$ cat src/rtl/stack_ctrl.sv
// stack_ctrl: return-stack sequencer for the PIC16F84 core.
// Arbitrates interrupt entry, CALL and RETURN/RETLW/RETFIE requests, drives the
// 8-level stack strobes, captures return addresses and issues a one-cycle PC load.
// Optional feature macro: STACK_CTRL_DEPTH_CHECK_EN (sticky overflow/underflow
// flags, pop strobes suppressed on an empty stack). Undefined: silent wrap.
module stack_ctrl #(
    parameter int unsigned     DEPTH   = 8,
    parameter int unsigned     AW      = 10,
    parameter logic [AW-1:0]   INT_VEC = 'h004
) (
    input  logic          clock,
    input  logic          reset_n,
    input  logic          call_req,
    input  logic          ret_req,
    input  logic          retfie,
    input  logic          int_req,
    input  logic [AW-1:0] cur_pc,
    input  logic [AW-1:0] stk_top,
    output logic [AW-1:0] push_pc,
    output logic          stk_en,
    output logic          stk_push,
    output logic          stk_pop,
    output logic          pc_load,
    output logic [1:0]    pc_src,
    output logic [AW-1:0] ret_pc,
    output logic          ack,
    output logic          busy,
    output logic          gie_clr,
    output logic          gie_set,
    output logic [3:0]    depth,
    output logic          overflow,
    output logic          underflow
);

    typedef enum logic [1:0] {StIdle, StPush, StPop, StLoad} state_e;

    // PC source encodings as seen by the PC mux
    localparam logic [1:0] SrcNone = 2'b00;
    localparam logic [1:0] SrcCall = 2'b01;
    localparam logic [1:0] SrcInt  = 2'b10;
    localparam logic [1:0] SrcRet  = 2'b11;

    localparam logic [3:0] DepthMax = 4'(DEPTH);

    // The vector itself is applied by the PC mux; kept here so both agree on it
    logic [AW-1:0] int_vec_unused;
    assign int_vec_unused = INT_VEC;

    state_e     state_q;
    logic [1:0] kind_q;
    logic       retfie_q;
    logic       ovf_q;
    logic       unf_q;

`ifdef STACK_CTRL_DEPTH_CHECK_EN
    assign overflow  = ovf_q;
    assign underflow = unf_q;
`else
    assign overflow  = 1'b0;
    assign underflow = 1'b0;
`endif

    // Sequencer FSM with all outputs registered; strobes default low every cycle
    always_ff @(posedge clock or negedge reset_n) begin
        if (!reset_n) begin
            state_q  <= StIdle;
            kind_q   <= SrcNone;
            retfie_q <= 1'b0;
            push_pc  <= '0;
            ret_pc   <= '0;
            stk_en   <= 1'b0;
            stk_push <= 1'b0;
            stk_pop  <= 1'b0;
            pc_load  <= 1'b0;
            pc_src   <= SrcNone;
            ack      <= 1'b0;
            busy     <= 1'b0;
            gie_clr  <= 1'b0;
            gie_set  <= 1'b0;
            depth    <= '0;
            ovf_q    <= 1'b0;
            unf_q    <= 1'b0;
        end else begin
            stk_en   <= 1'b0;
            stk_push <= 1'b0;
            stk_pop  <= 1'b0;
            pc_load  <= 1'b0;
            pc_src   <= SrcNone;
            ack      <= 1'b0;
            gie_clr  <= 1'b0;
            gie_set  <= 1'b0;
            unique case (state_q)
                StIdle: begin
                    if (int_req || call_req) begin
                        push_pc  <= cur_pc;
                        kind_q   <= int_req ? SrcInt : SrcCall;
                        state_q  <= StPush;
                        busy     <= 1'b1;
                        stk_en   <= 1'b1;
                        stk_push <= 1'b1;
                    end else if (ret_req) begin
                        // Stack top is the return address before the pop happens
                        ret_pc   <= stk_top;
                        retfie_q <= retfie;
                        kind_q   <= SrcRet;
                        state_q  <= StPop;
                        busy     <= 1'b1;
`ifdef STACK_CTRL_DEPTH_CHECK_EN
                        if (depth == '0) begin
                            unf_q <= 1'b1;
                        end else begin
                            stk_en  <= 1'b1;
                            stk_pop <= 1'b1;
                        end
`else
                        stk_en  <= 1'b1;
                        stk_pop <= 1'b1;
`endif
                    end
                end
                StPush: begin
                    if (depth == DepthMax) begin
                        // Stack drops its oldest entry; count stays saturated
                        ovf_q <= 1'b1;
                    end else begin
                        depth <= depth + 4'd1;
                    end
                    state_q <= StLoad;
                    pc_load <= 1'b1;
                    ack     <= 1'b1;
                    pc_src  <= kind_q;
                    gie_clr <= (kind_q == SrcInt);
                end
                StPop: begin
                    if (depth != '0) begin
                        depth <= depth - 4'd1;
                    end
                    state_q <= StLoad;
                    pc_load <= 1'b1;
                    ack     <= 1'b1;
                    pc_src  <= SrcRet;
                    gie_set <= retfie_q;
                end
                StLoad: begin
                    state_q <= StIdle;
                    busy    <= 1'b0;
                end
                default: begin
                    state_q <= StIdle;
                    busy    <= 1'b0;
                end
            endcase
        end
    end

endmodule

$ cat config.mk
export PLATFORM = sky130hd
export DESIGN_NAME = stack_ctrl
export DESIGN_NICKNAME = d
export VERILOG_FILES = /design/src/rtl/stack_ctrl.sv
export SDC_FILE = /design/constraint.sdc
export NUM_CORES = 1
export LEC_CHECK = 0
export ABC_CLOCK_PERIOD_IN_PS = 3700
export CORE_UTILIZATION = 35
export DETAILED_ROUTE_END_ITERATION = 10
export PLACE_DENSITY = 0.68
export SLEW_MARGIN = 10
export SYNTH_ARGS = -nofsm -noshare
export SYNTH_HDL_FRONTEND = slang
export SYNTH_SLANG_ARGS = --single-unit
$ cat constraint.sdc
create_clock -name clock -period 3.7 [get_ports clock]
set_clock_uncertainty 0.15 [all_clocks]
set_input_delay 0.74 -clock clock [delete_from_list [all_inputs] [get_ports clock]]
set_output_delay 0.74 -clock clock [all_outputs]
set_load 0.005 [all_outputs]
==> out/metrics.csv <==
metric;value;unit
hold_buf cts;0;
post-synthesis sequential area ratio;57.1;%
GP Congestion;0.761;
Filler cells;386;
number of synthesized register bits;38;
Post-Synthesis Cells;125;
final worst setup slack;1.36;ns
Die ar.;0.00504;sq mm
max cap viols;0;
Reg2Reg Setup Slack;1.58;ns
Compound-Gate Fraction of Synth Area;7.36;%
drt pass-1 iters;7;
share of post-route cells with drive strength above 1;19.5;%
setup bufs post-CTS;0;
dpl hpwl;2540;microns
Inst Count DP;231;
Starting DRT DRC Count;64;
clock-pin slew on the worst setup and hold paths;0.06;ns
maximum vdd drop;0.208;mV
Reg2Reg Depth;4;
crit path launch type;input port;
Die Height;71.0;microns
critical setup path kind;in -> reg;
Setup-failing EPs final;0;
# rows;24;
FF/Latch Area;951;sq um
Routed WL per cell;14.0;microns
mux share of post-synthesis cell area;16.7;%
largest net degree at the start of global routing;39;
PD cells;818;mW/mm^2
crit path to;ret_pc[9]$_DFFE_PN0P_;
DRT Wirelength;3330;microns
TritonCTS buffer count;5;
Num Clock Sinks;38;
# nets final;219;
Vias;1136;
synthesized area;0.00167;sq mm
LEAKAGE;0.00103;uW
adder-cell share of the synthesized area;5.26;%
Area Growth Syn to Fin;42.0;%
DRC viols;9;
IO Pins;62;
Slew HR;46.3;%
Clock Path Buffers;2;
Core Area;0.00447;sq mm
antenna violations before repair;0;
largest family of logic cells by synthesized area;multiplexers;
H-Tree Depth;2;
# resized after CTS;0;
Final Non-Filler Cells;237;
worst-path maximum fanout;12;
Multi-input gate area;652;sq um
Worst Setup End Kind;flop;
CTS Root Cell;clkbuf_8;
Period minus WS final;2.34;ns
Hold Crit Class;reg -> reg;
Slew Viols, Final;0;
vias in the first global route;1159;
Routed Antenna Nets;0;
synth unique cells;31;
antenna diode count;0;
Buffers on Ports;59;
post-place setup slack;1.05;ns
setup repair after global routing missed its margin;no;
FMAX;428;MHz
fin crit share;63.2;%
synth warn;0;
CP startpoint;int_req;
FF-to-FF End;ret_pc[9]$_DFFE_PN0P_;
failing checks;DRC;
Post-Synth XOR/XNOR Area;2.10;%
Starting Density;37.2;%
GR Util All Layers;14.4;%
worst-margin pin slew;0.805;ns
Simple-Gate Fraction of Synth Area;7.21;%
Worst Path Required;3.72;ns
Vias/cell;4.79;
arrival time worst endpoint;2.35;ns
status;finished, violations left;
CTS tree;built;
Die Wd;71.0;microns
first-pass GRT wire length;5560;microns
final core occ;52.9;%
clock insertion delay at the later pin of the skew report;0.28;ns
setup TNS;0;ns
Mean Syn Cell Area;13.3;sq um
GR Overflow Total;0;
Critical R2R Launch;state_q[0]$_DFFE_PN0P_;
Final Hold Fails;0;
where the power goes:
group	switching [uW]	leakage (uW)	internal [uW]
Sequential	138	0.000462	619
Combinational	334	0.000522	573
Clock	129	0.0000431	143
cells in the final DEF (no fill, tap or decap), drive strengths merged:
master / count
and3: 2
inv: 6
nor2b: 2
conb: 2
ha: 7
a22oi: 1
nor2: 6
clkdlybuf4s50: 58
mux2i: 2
a2111oi: 1
nand3b: 1
o21ai: 6
a211oi: 1
o2bb2ai: 1
mux2: 23
nand2b: 1
a21oi: 5
clkbuf: 6
buf: 2
o211ai: 1
xor2: 4
and4bb: 2
o22a: 1
dfrtp: 38
nand2: 3
and2: 1
nor3: 2
worst min path at each step:
stage | end | cells after the start | slack, ns | from
floorplan | ack$_DFF_PN0_ | 0 | 0.29 | reset_n
global placement | gie_set$_DFF_PN0_ | 1 | 0.32 | retfie_q$_DFFE_PN0P_
detailed placement | gie_set$_DFF_PN0_ | 1 | 0.33 | retfie_q$_DFFE_PN0P_
CTS | gie_set$_DFF_PN0_ | 1 | 0.35 | retfie_q$_DFFE_PN0P_
global route | ret_pc[0]$_DFFE_PN0P_ | 1 | 0.37 | ret_pc[0]$_DFFE_PN0P_
finish | gie_set$_DFF_PN0_ | 1 | 0.34 | retfie_q$_DFFE_PN0P_
Yosys cell counts:
cell type  number  area share [%]
o211ai_1        1            0.45
o22a_1          1            0.53
buf_2           2            0.60
and3_1          1            0.38
nor2_1          5             1.1
a211oi_1        1            0.45
nor2_2          1            0.38
and4bb_2        2             1.5
mux2i_1         2             1.2
xor2_1          4             2.1
a21oi_1         5             1.5
nand3b_1        1            0.45
nor2b_1         2            0.75
nand2_1         2            0.45
a2111oi_4       1             1.7
nand2_2         1            0.38
mux2_2         22              15
nor3_1          2            0.60
o2bb2ai_1       1            0.53
and3_2          1            0.45
and2_1          1            0.38
mux2_1          1            0.68
a22oi_1         1            0.45
conb_1          1            0.23
inv_1           6             1.4
dfrtp_1        38              57
nand2b_1        1            0.38
buf_4           4             1.8
o21ai_0         6             1.8
ha_1            7             5.3
clkbuf_2        1            0.30
layer usage:
metal / wire [microns] / part of all wire (%) / global-route usage, %
met2: 1680 / 50 / 24.5
met5: 0 / 0 / 0
met1: 1350 / 41 / 16.3
met3: 235 / 7.1 / 4.99
met4: 70 / 2.1 / 6.67
registers in the layout (all words and copies together), names as in the netlist, 2 cells and up:
signal	count
state_q	2
pc_src	2
depth	4
push_pc	10
kind_q	2
ret_pc	10
through the flow:
step | hold WS, ns | area [sq um] | power [uW]
floorplan | 0.294 | 1670 | 1210
global placement | 0.323 | 2280 | 1650
detailed placement | 0.328 | 2280 | 1680
CTS | 0.347 | 2370 | 1970
global route | 0.371 | 2370 | 2090
finish | 0.337 | 2370 | 1940
layout make-up:
| type | instances | share of cell area [%] |
|---|---|---|
| well taps | 52 | 2.75 |
| clock buffers | 6 | 3.49 |
| multi-input cells | 75 | 27.6 |
| inverters | 6 | 0.952 |
| repair buffers | 60 | 25.1 |
| flip-flops and latches | 38 | 40.2 |
kinds of logic (layout without fill, tap and decap cells):
logic type	Yosys count	in the layout
buffers and inverters	13	72
other	1	2
and+or+nand+nor	20	20
xor gates and xnor gates	4	4
muxes	25	25
DFF	38	38
adders and majority gates	7	7
AOI/OAI and AO/OA	17	17
worst max-delay path: stages:
cell and delay, ns:
clkdlybuf4s50_1 0.50, nor2_1 0.19, and3_1 0.52, mux2_2 0.40
No activity file was read; power rests on OpenSTA's default activity.
